`src/rtl/lsu_ctrl.sv`:
```
// rtl/lsu_ctrl.sv - load/store sequencing controller between CPU datapath and data memory bus
//
// Accepts one load/store at a time and runs a single byte-enabled request/ack
// bus access. Loads are lane-selected and sign/zero extended. Stores have their
// lanes replicated. Completion is a one-cycle resp_valid strobe.
//
// Optional feature: define LSU_ALIGN_CHECK_EN to flag misaligned halfword/word
// accesses. They then complete with resp_err and no bus access. When it is
// undefined, halfword accesses ignore addr[0] and word accesses ignore addr[1:0].
//
// Parameters:
//   MEM_TIMEOUT  max cycles mem_req stays high without mem_ack (1..255)
// Ports:
//   clk, reset             clock, asynchronous active-high reset
//   req_valid/req_ready    CPU request handshake
//   req_op                 000 lw, 001 lh, 010 lhu, 011 lb, 100 lbu, 101 sw, 110 sh, 111 sb
//   req_addr, req_wdata    byte address, store data
//   resp_valid             one-cycle completion strobe (loads and stores)
//   resp_rdata, resp_err   extended load data, misalign/timeout error
//   busy                   pipeline stall request
//   mem_req/mem_ack        bus request/completion handshake
//   mem_we, mem_be         write enable, byte enables
//   mem_addr, mem_wdata    word address, lane-replicated store data
//   mem_rdata              read data, valid in the mem_ack cycle
module lsu_ctrl #(
  parameter int MEM_TIMEOUT = 15
) (
  input  logic        clk,
  input  logic        reset,
  input  logic        req_valid,
  input  logic [2:0]  req_op,
  input  logic [31:0] req_addr,
  input  logic [31:0] req_wdata,
  output logic        req_ready,
  output logic        resp_valid,
  output logic [31:0] resp_rdata,
  output logic        resp_err,
  output logic        busy,
  output logic        mem_req,
  output logic        mem_we,
  output logic [3:0]  mem_be,
  output logic [31:0] mem_addr,
  output logic [31:0] mem_wdata,
  input  logic [31:0] mem_rdata,
  input  logic        mem_ack
);

  typedef enum logic [1:0] {IDLE, REQ, RESP} state_t;

  localparam logic [2:0] OP_LW  = 3'b000;
  localparam logic [2:0] OP_LH  = 3'b001;
  localparam logic [2:0] OP_LHU = 3'b010;
  localparam logic [2:0] OP_LB  = 3'b011;
  localparam logic [2:0] OP_LBU = 3'b100;
  localparam logic [2:0] OP_SW  = 3'b101;
  localparam logic [2:0] OP_SH  = 3'b110;
  localparam logic [2:0] OP_SB  = 3'b111;

  // Last REQ cycle index before the access is declared timed out.
  localparam logic [7:0] TMAX = 8'(MEM_TIMEOUT - 1);

  state_t      state;
  logic [2:0]  op_q;
  logic [1:0]  off_q;
  logic [7:0]  cnt;

  logic [1:0]  off;
  logic        is_store;
  logic        misaligned;
  logic [3:0]  be_next;
  logic [31:0] wdata_next;
  logic [7:0]  sel_byte;
  logic [15:0] sel_half;
  logic [31:0] load_data;

  assign req_ready = (state == IDLE);
  assign busy      = (state == IDLE) ? req_valid : 1'b1;

  assign off      = req_addr[1:0];
  assign is_store = (req_op == OP_SW) || (req_op == OP_SH) || (req_op == OP_SB);

`ifdef LSU_ALIGN_CHECK_EN
  always_comb begin
    misaligned = 1'b0;
    case (req_op)
      OP_LH, OP_LHU, OP_SH: misaligned = off[0];
      OP_LW, OP_SW:         misaligned = (off != 2'b00);
      default:              misaligned = 1'b0;
    endcase
  end
`else
  assign misaligned = 1'b0;
`endif

  // Store lane placement; loads always enable the whole word.
  always_comb begin
    be_next    = 4'b1111;
    wdata_next = req_wdata;
    case (req_op)
      OP_SB: begin
        be_next    = 4'b0001 << off;
        wdata_next = {4{req_wdata[7:0]}};
      end
      OP_SH: begin
        be_next    = off[1] ? 4'b1100 : 4'b0011;
        wdata_next = {2{req_wdata[15:0]}};
      end
      default: begin
        be_next    = 4'b1111;
        wdata_next = req_wdata;
      end
    endcase
  end

  // Little-endian lane select and extension of the returning read data.
  always_comb begin
    sel_byte = 8'h00;
    case (off_q)
      2'd0:    sel_byte = mem_rdata[7:0];
      2'd1:    sel_byte = mem_rdata[15:8];
      2'd2:    sel_byte = mem_rdata[23:16];
      default: sel_byte = mem_rdata[31:24];
    endcase
    sel_half = off_q[1] ? mem_rdata[31:16] : mem_rdata[15:0];
    load_data = 32'h0;
    case (op_q)
      OP_LW:   load_data = mem_rdata;
      OP_LH:   load_data = {{16{sel_half[15]}}, sel_half};
      OP_LHU:  load_data = {16'h0, sel_half};
      OP_LB:   load_data = {{24{sel_byte[7]}}, sel_byte};
      OP_LBU:  load_data = {24'h0, sel_byte};
      default: load_data = 32'h0;
    endcase
  end

  always_ff @(posedge clk or posedge reset) begin
    if (reset) begin
      state      <= IDLE;
      op_q       <= 3'b000;
      off_q      <= 2'b00;
      cnt        <= 8'h00;
      mem_req    <= 1'b0;
      mem_we     <= 1'b0;
      mem_be     <= 4'b0000;
      mem_addr   <= 32'h0;
      mem_wdata  <= 32'h0;
      resp_valid <= 1'b0;
      resp_err   <= 1'b0;
      resp_rdata <= 32'h0;
    end else begin
      case (state)
        IDLE: begin
          if (req_valid) begin
            op_q      <= req_op;
            off_q     <= off;
            cnt       <= 8'h00;
            mem_addr  <= {req_addr[31:2], 2'b00};
            mem_we    <= is_store;
            mem_be    <= be_next;
            mem_wdata <= wdata_next;
            if (misaligned) begin
              state      <= RESP;
              resp_valid <= 1'b1;
              resp_err   <= 1'b1;
              resp_rdata <= 32'h0;
            end else begin
              state   <= REQ;
              mem_req <= 1'b1;
            end
          end
        end
        REQ: begin
          // An ack in the final timeout cycle takes priority over the error.
          if (mem_ack) begin
            state      <= RESP;
            mem_req    <= 1'b0;
            resp_valid <= 1'b1;
            resp_err   <= 1'b0;
            resp_rdata <= load_data;
          end else if (cnt == TMAX) begin
            state      <= RESP;
            mem_req    <= 1'b0;
            resp_valid <= 1'b1;
            resp_err   <= 1'b1;
            resp_rdata <= 32'h0;
          end else begin
            cnt <= cnt + 8'h01;
          end
        end
        RESP: begin
          state      <= IDLE;
          resp_valid <= 1'b0;
          resp_err   <= 1'b0;
        end
        default: begin
          state      <= IDLE;
          mem_req    <= 1'b0;
          resp_valid <= 1'b0;
          resp_err   <= 1'b0;
        end
      endcase
    end
  end

endmodule
```
`config.mk`:
```
export PLATFORM = sky130hd
export DESIGN_NAME = lsu_ctrl
export DESIGN_NICKNAME = d
export VERILOG_FILES = /design/src/rtl/lsu_ctrl.sv
export SDC_FILE = /design/constraint.sdc
export NUM_CORES = 1
export LEC_CHECK = 0
export CAP_MARGIN = 40
export CORE_MARGIN = 4
export CORE_UTILIZATION = 49
export CTS_BUF_LIST = sky130_fd_sc_hd__clkbuf_8
export DETAILED_ROUTE_END_ITERATION = 12
export PLACE_DENSITY = 0.88
export SYNTH_ARGS = -nofsm -noshare
export SYNTH_HDL_FRONTEND = slang
export SYNTH_SLANG_ARGS = --single-unit
```
`constraint.sdc`:
```
create_clock -name clk -period 11.3 [get_ports clk]
set_clock_uncertainty 0.2 [all_clocks]
set_input_delay 2.26 -clock clk [delete_from_list [all_inputs] [get_ports clk]]
set_output_delay 2.26 -clock clk [all_outputs]
set_load 0.01 [all_outputs]
```
==> flow_summary.json, run 1 <==
{
  "antenna_found_initial": 0,
  "postRouteAntennaNets": 0,
  "slowest_delay_ns": 0.49,
  "post_cts_resized": 0,
  "gp_congestion": 0.853,
  "die_area_um2": 13000,
  "portBuffers": 206,
  "grt_usage_pct": 26.6,
  "routed_wl_mm": 16.8,
  "reg2reg_depth": 5,
  "cap_violations": 0,
  "cp-start-kind": "input pin",
  "path_class": "in -> out",
  "post_cts_buffers": 0,
  "wire_per_inst_um": 18.5,
  "setup.worst_path.end_class": "primary output",
  "worstPathCellList": "clkdlybuf4s50_1 -> or3_1 -> clkdlybuf4s50_1",
  "whs_endpoint": "mem_addr[8]$_DFFE_PP0P_",
  "setup_viol_count_final": 0,
  "cts_tree": "done",
  "drv_slew": 0,
  "reg2reg_slack_ns": 8.93,
  "die_h_um": 114,
  "grt-ovfl-total": 0,
  "dr.pass1.iters": 5,
  "cts.clk_slew.worst_paths_ns": 0.06,
  "synth_edf_count": 0,
  "cts.root.buffer_cell": "clkbuf_8",
  "ios": 209,
  "worst_slew_pin_slew_ns": 0.856,
  "coreArea_um2": 10900,
  "yosys_register_bits": 117,
  "reg2reg_from": "op_q[2]$_DFFE_PP0P_",
  "worstPathArrival_ns": 3.55,
  "area.growth.synth_to_final_pct": 45.8,
  "p_per_area_nw_per_um2": 233,
  "finalHoldViolCount": 0,
  "clockBufferDepth": 2,
  "synth_flop_cell": "dfrtp_1",
  "leakagePower_nw": 3.49,
  "drt_iter0_markers": 358,
  "start_util_pct": 50.4,
  "min_from": "mem_addr[8]$_DFFE_PP0P_",
  "numCtsBuffers": 17,
  "synth.distinct_cells": 43,
  "postSynthAreaPerCell_um2": 9.69,
  "detailed_place_hpwl_mm": 12.2,
  "routed_via_density": 5.74,
  "ys_seq_area_share_pct": 53.4,
  "critPathLaunch": "req_valid",
  "rows": 38,
  "cpMaxStageDelayCell": "clkdlybuf4s50_1",
  "fin_nets": 866,
  "peakVddDrop_mv": 0.145,
  "fin_crit_ns": 6.01,
  "crit_path_frequent_cell": "clkdlybuf4s50_1",
  "drive_above_1_share_pct": 7.38,
  "drcViolationCount": 0,
  "outcome": "finished clean",
  "cts.sinks": 117,
  "finalPower_w": 0.00187,
  "yosys_warnings": 0,
  "min_path_type": "reg -> reg",
  "grt_pass1_vias": 5304,
  "fill_cells": 763,
  "worstSkewPairLatency_ns": 0.41,
  "grt_pass1_wl_mm": 27.2,
  "grt_max_degree": 87,
  "hold_depth": 2,
  "placed_cell_area_um2": 7640,
  "final_area_um2": 8000,
  "rsz0062_at_grt": "false",
  "vias": 5239,
  "final.setup.tns_ns": 0,
  "timing.slew.headroom_pct": 42.9,
  "worstPathRequired_ns": 8.84,
  "htree_levels": 4,
  "postSynth.asyncResetShare_pct": 100,
  "r2r-end": "resp_rdata[0]$_DFFE_PP0P_",
  "syn_inst": 566,
  "path_max_fanout": 4,
  "die_w_um": 114,
  "finalCritPeriodShare_pct": 53.1,
  "max_freq_mhz": 167,
  "mappedNetlistArea_um2": 5490,
  "num_antenna_cells": 0,
  "ctsHoldBuffers": 0
}
[worst max-delay path by stage]
stage	endpoint	slack, ns	depth (start not counted)
floorplan	cnt[0]$_DFFE_PP0P_	5.74	1
global placement	busy	5.32	3
detailed placement	busy	5.30	3
CTS	busy	5.30	3
global route	busy	5.24	3
finish	busy	5.29	3
[where the power goes]
part	switching [W]	total (W)	internal [W]
combinational	0.000384	0.000822	0.000439
sequential	0.000120	0.000695	0.000575
clock	0.000153	0.000350	0.000197
[critical path, delay by kind of cell]
| family | cells | cell delay [ns] |
|---|---|---|
| buf+inv | 2 | 0.95 |
| simple gates | 1 | 0.34 |
[per-stage QoR]
| step | cells | hold slack (ns) | worst slack, ns | util [%] |
|---|---|---|---|---|
| global placement | 877 | 0.257 | 5.32 | 69.6 |
| global route | 912 | 0.297 | 5.24 | 73.5 |
| finish | 912 | 0.272 | 5.29 | 73.5 |
| CTS | 912 | 0.276 | 5.30 | 73.5 |
| detailed placement | 882 | 0.261 | 5.30 | 70.1 |
| floorplan | 567 | 0.260 | 5.74 | - |
[cell type report]
type | count | area [µm²] | area share, %
Sequential cell | 117 | 2930 | 36.6
Clock buffer | 22 | 303 | 3.79
Clock inverter | 8 | 60.1 | 0.751
Multi-Input combinational cell | 403 | 2350 | 29.3
Inverter | 5 | 21.3 | 0.266
Tap cell | 140 | 175 | 2.19
Timing Repair Buffer | 217 | 2160 | 27.1
[logic make-up after synthesis]
kind of cell	count (synthesis)	synth area share (%)
muxes	12	4.24
AOI/OAI and AO/OA	118	15.6
buffers and inverters	47	3.97
and+or+nand+nor	263	21.3
DFF	117	53.4
adders and majority gates	3	0.661
xor gates and xnor gates	5	0.798
other	1	0.0684
[Yosys cell counts, drive strengths merged (10+ instances only)]
cell type    n  area [µm²]
o21ai       10        53.8
nand2      173         649
a21oi       23         115
buf         19         113
nand3       21         110
dfrtp      117        2930
clkbuf      23        86.3
o31ai       16         120
nor2b       12        82.6
a22oi       17         128
a221o       16         160
o2bb2ai     16         140
nor2        32         120
[routing by layer]
layer | track usage (%) | up-vias | share of wire, % | wire length, µm
met5 | 0 | - | 0 | 0
met4 | 9.18 | 0 | 2.7 | 447
met3 | 11.1 | 48 | 12 | 1950
met2 | 44.4 | 308 | 49 | 8340
met1 | 31.0 | 2526 | 36 | 6110
li1 | - | 2357 | - | -
[state kept, by name (all words and copies together) (netlist names)]
register    flops
cnt             8
mem_addr       30
mem_be          4
mem_req         1
mem_wdata      32
mem_we          1
off_q           2
op_q            3
resp_err        1
resp_rdata     32
resp_valid      1
state           2
[cell usage in the layout, fill, tap and decap left out, types with 11 or more instances in the layout]
cell             synthesis  final
a221o_1                 16     16
a21oi_1                 23     23
a22oi_1                 17     17
nand3_1                 20     20
nor2b_1                 11     11
clkdlybuf4s50_1          0    206
dfrtp_1                117    117
clkbuf_8                 0     22
nor2_1                  32     32
nand2_1                173    172
o2bb2ai_1               16     16
o31ai_1                 16     16
Power figures use the tool's default switching activity.
==> run 2: changes to the inputs <==
CORE_UTILIZATION = 41   (was 49)
PLACE_DENSITY = 0.78   (was 0.88)
clock period = 4.9 ns   (was 11.3 ns; I/O delays follow)
==> run 2 against run 1 <==
Effect of this change:
- power is 130% higher
- critical path type unchanged
- critical path depth stayed put
- highest routed layer unchanged
- sequential share of layout area decreased by 0.21 points
- clock power is 130% higher
- largest cell class unchanged
- sequential cell count did not move
- hold slack about the same
- first-iteration DRC count rose by 50%
- die area grew 18%
==> flow_summary.json, run 2 (synthesized netlist as in run 1, its figures left out) <==
{
  "grt-ovfl-total": 0,
  "dp_cells": 914,
  "antenna_found_initial": 0,
  "post_cts_resized": 0,
  "routed_via_density": 5.45,
  "reg2reg_from": "op_q[1]$_DFFE_PP0P_",
  "reg2reg_slack_ns": 2.46,
  "peakVddDrop_mv": 0.257,
  "cpMaxStageDelayCell": "clkdlybuf4s50_1",
  "path_class": "in -> out",
  "die_h_um": 124,
  "worstPathCellList": "clkdlybuf4s50_1 -> or3_1 -> clkdlybuf4s50_1",
  "clockBufferDepth": 2,
  "p_per_area_nw_per_um2": 534,
  "drcViolationCount": 0,
  "area.growth.synth_to_final_pct": 46.7,
  "timing.slew.headroom_pct": 46.9,
  "numCtsBuffers": 17,
  "rows": 41,
  "htree_levels": 4,
  "cts_tree": "done",
  "setup.worst_path.end_class": "primary output",
  "dr.pass1.iters": 8,
  "detailed_place_hpwl_mm": 12.3,
  "worstPathRequired_ns": 3.72,
  "setup_viol_count_final": 0,
  "die_area_um2": 15300,
  "coreArea_um2": 12900,
  "start_util_pct": 42.6,
  "grt_max_degree": 118,
  "dr.max_layer_used": "met4",
  "layout_common_cells": "clkdlybuf4s50_1 (206), nand2_1 (172), dfrtp_1 (117)",
  "gp_congestion": 0.905,
  "vias": 5148,
  "portBuffers": 206,
  "path_buf_inv": 2,
  "slowest_delay_ns": 0.48,
  "met3WireLength_mm": 1.80,
  "worst_slew_pin_slew_ns": 0.794,
  "cp-start-kind": "input pin",
  "cts.root.buffer_cell": "clkbuf_8",
  "wire_per_inst_um": 17.9,
  "dr_wl_met2_mm": 8.24,
  "critPathTopFamily": "buffers and inverters",
  "finalCritPeriodShare_pct": 69.7,
  "fin_crit_ns": 3.41,
  "min_from": "mem_be[0]$_DFFE_PP0P_",
  "worstPathArrival_ns": 2.23,
  "rsz0062_at_grt": "false",
  "ios": 209,
  "cts.sinks": 117,
  "final.setup.tns_ns": 0,
  "finalHoldViolCount": 0,
  "leakagePower_nw": 3.50,
  "max_freq_mhz": 293,
  "fill_cells": 1064,
  "critPathLaunch": "req_valid",
  "drv_slew": 0,
  "cap_violations": 0,
  "layoutNonFillerInstCount": 945,
  "grt_pass1_vias": 5256,
  "top_regs": "mem_wdata x32, resp_rdata x32, mem_addr x30",
  "mostFrequentLayoutCell": "clkdlybuf4s50_1",
  "drt_iter0_markers": 538,
  "grt_usage_pct": 22.4,
  "ctsHoldBuffers": 0,
  "die_w_um": 124,
  "min_path_type": "reg -> reg",
  "postRouteAntennaNets": 0,
  "crit_path_frequent_cell": "clkdlybuf4s50_1",
  "finalPower_w": 0.00429,
  "post_cts_buffers": 0,
  "drive_above_1_share_pct": 7.24,
  "cts.clk_slew.worst_paths_ns": 0.06,
  "outcome": "finished clean",
  "fin_nets": 866,
  "path_max_fanout": 4,
  "routed_wl_mm": 16.9,
  "grt_pass1_wl_mm": 26.7,
  "worstSkewPairLatency_ns": 0.42,
  "wl_met1_mm": 6.56,
  "num_antenna_cells": 0
}
run 2: path summary, 6_finish.rpt:
kind                                                   to  cells after the start
min in group asynchronous       resp_rdata[1]$_DFFE_PP0P_                      3
worst max register to register  resp_rdata[7]$_DFFE_PP0P_                      4
worst min-delay path                mem_be[0]$_DFFE_PP0P_                      2
max in group asynchronous           mem_be[0]$_DFFE_PP0P_                      3
worst max-delay path                                 busy                      3
worst min register to register      mem_be[0]$_DFFE_PP0P_                      2
run 2: layout make-up:
class | instances | area (µm²) | area share (%)
Clock inverter | 10 | 67.6 | 0.840
Tap cell | 172 | 215 | 2.67
Sequential cell | 117 | 2930 | 36.4
Clock buffer | 21 | 289 | 3.59
Timing Repair Buffer | 217 | 2180 | 27.1
Multi-Input combinational cell | 403 | 2350 | 29.2
Inverter | 5 | 21.3 | 0.264
run 2: tightest hold or removal path: stages (launching register included):
cell and delay (ns):
dfrtp_1 0.34, nand2_1 0.05, nand2_1 0.05
run 2: power breakdown:
| group | internal [W] | total [W] | switching (W) | leakage [nW] |
|---|---|---|---|---|
| Combinational | 0.00102 | 0.00189 | 0.000872 | 1.82 |
| Sequential | 0.00133 | 0.00160 | 0.000278 | 1.47 |
| Clock | 0.000438 | 0.000799 | 0.000361 | 0.209 |
| Total | 0.00278 | 0.00429 | 0.00151 | 3.50 |
run 2: metrics by stage:
stage	instance area (µm²)	utilization, %	hold WS (ns)	setup WS, ns
after floorplan	5490	-	0.260	0.619
after global placement	7640	59.3	0.257	1.48
after detailed placement	7690	59.7	0.262	1.49
after CTS	8050	62.5	0.279	1.48
after global routing	8050	62.5	0.298	1.42
final	8050	62.5	0.271	1.49
run 2: metal layers:
layer	track usage, %	up-vias
met3	9.36	32
met2	36.6	260
met4	7.82	0
met1	26.7	2494
li1	-	2362
met5	0	-
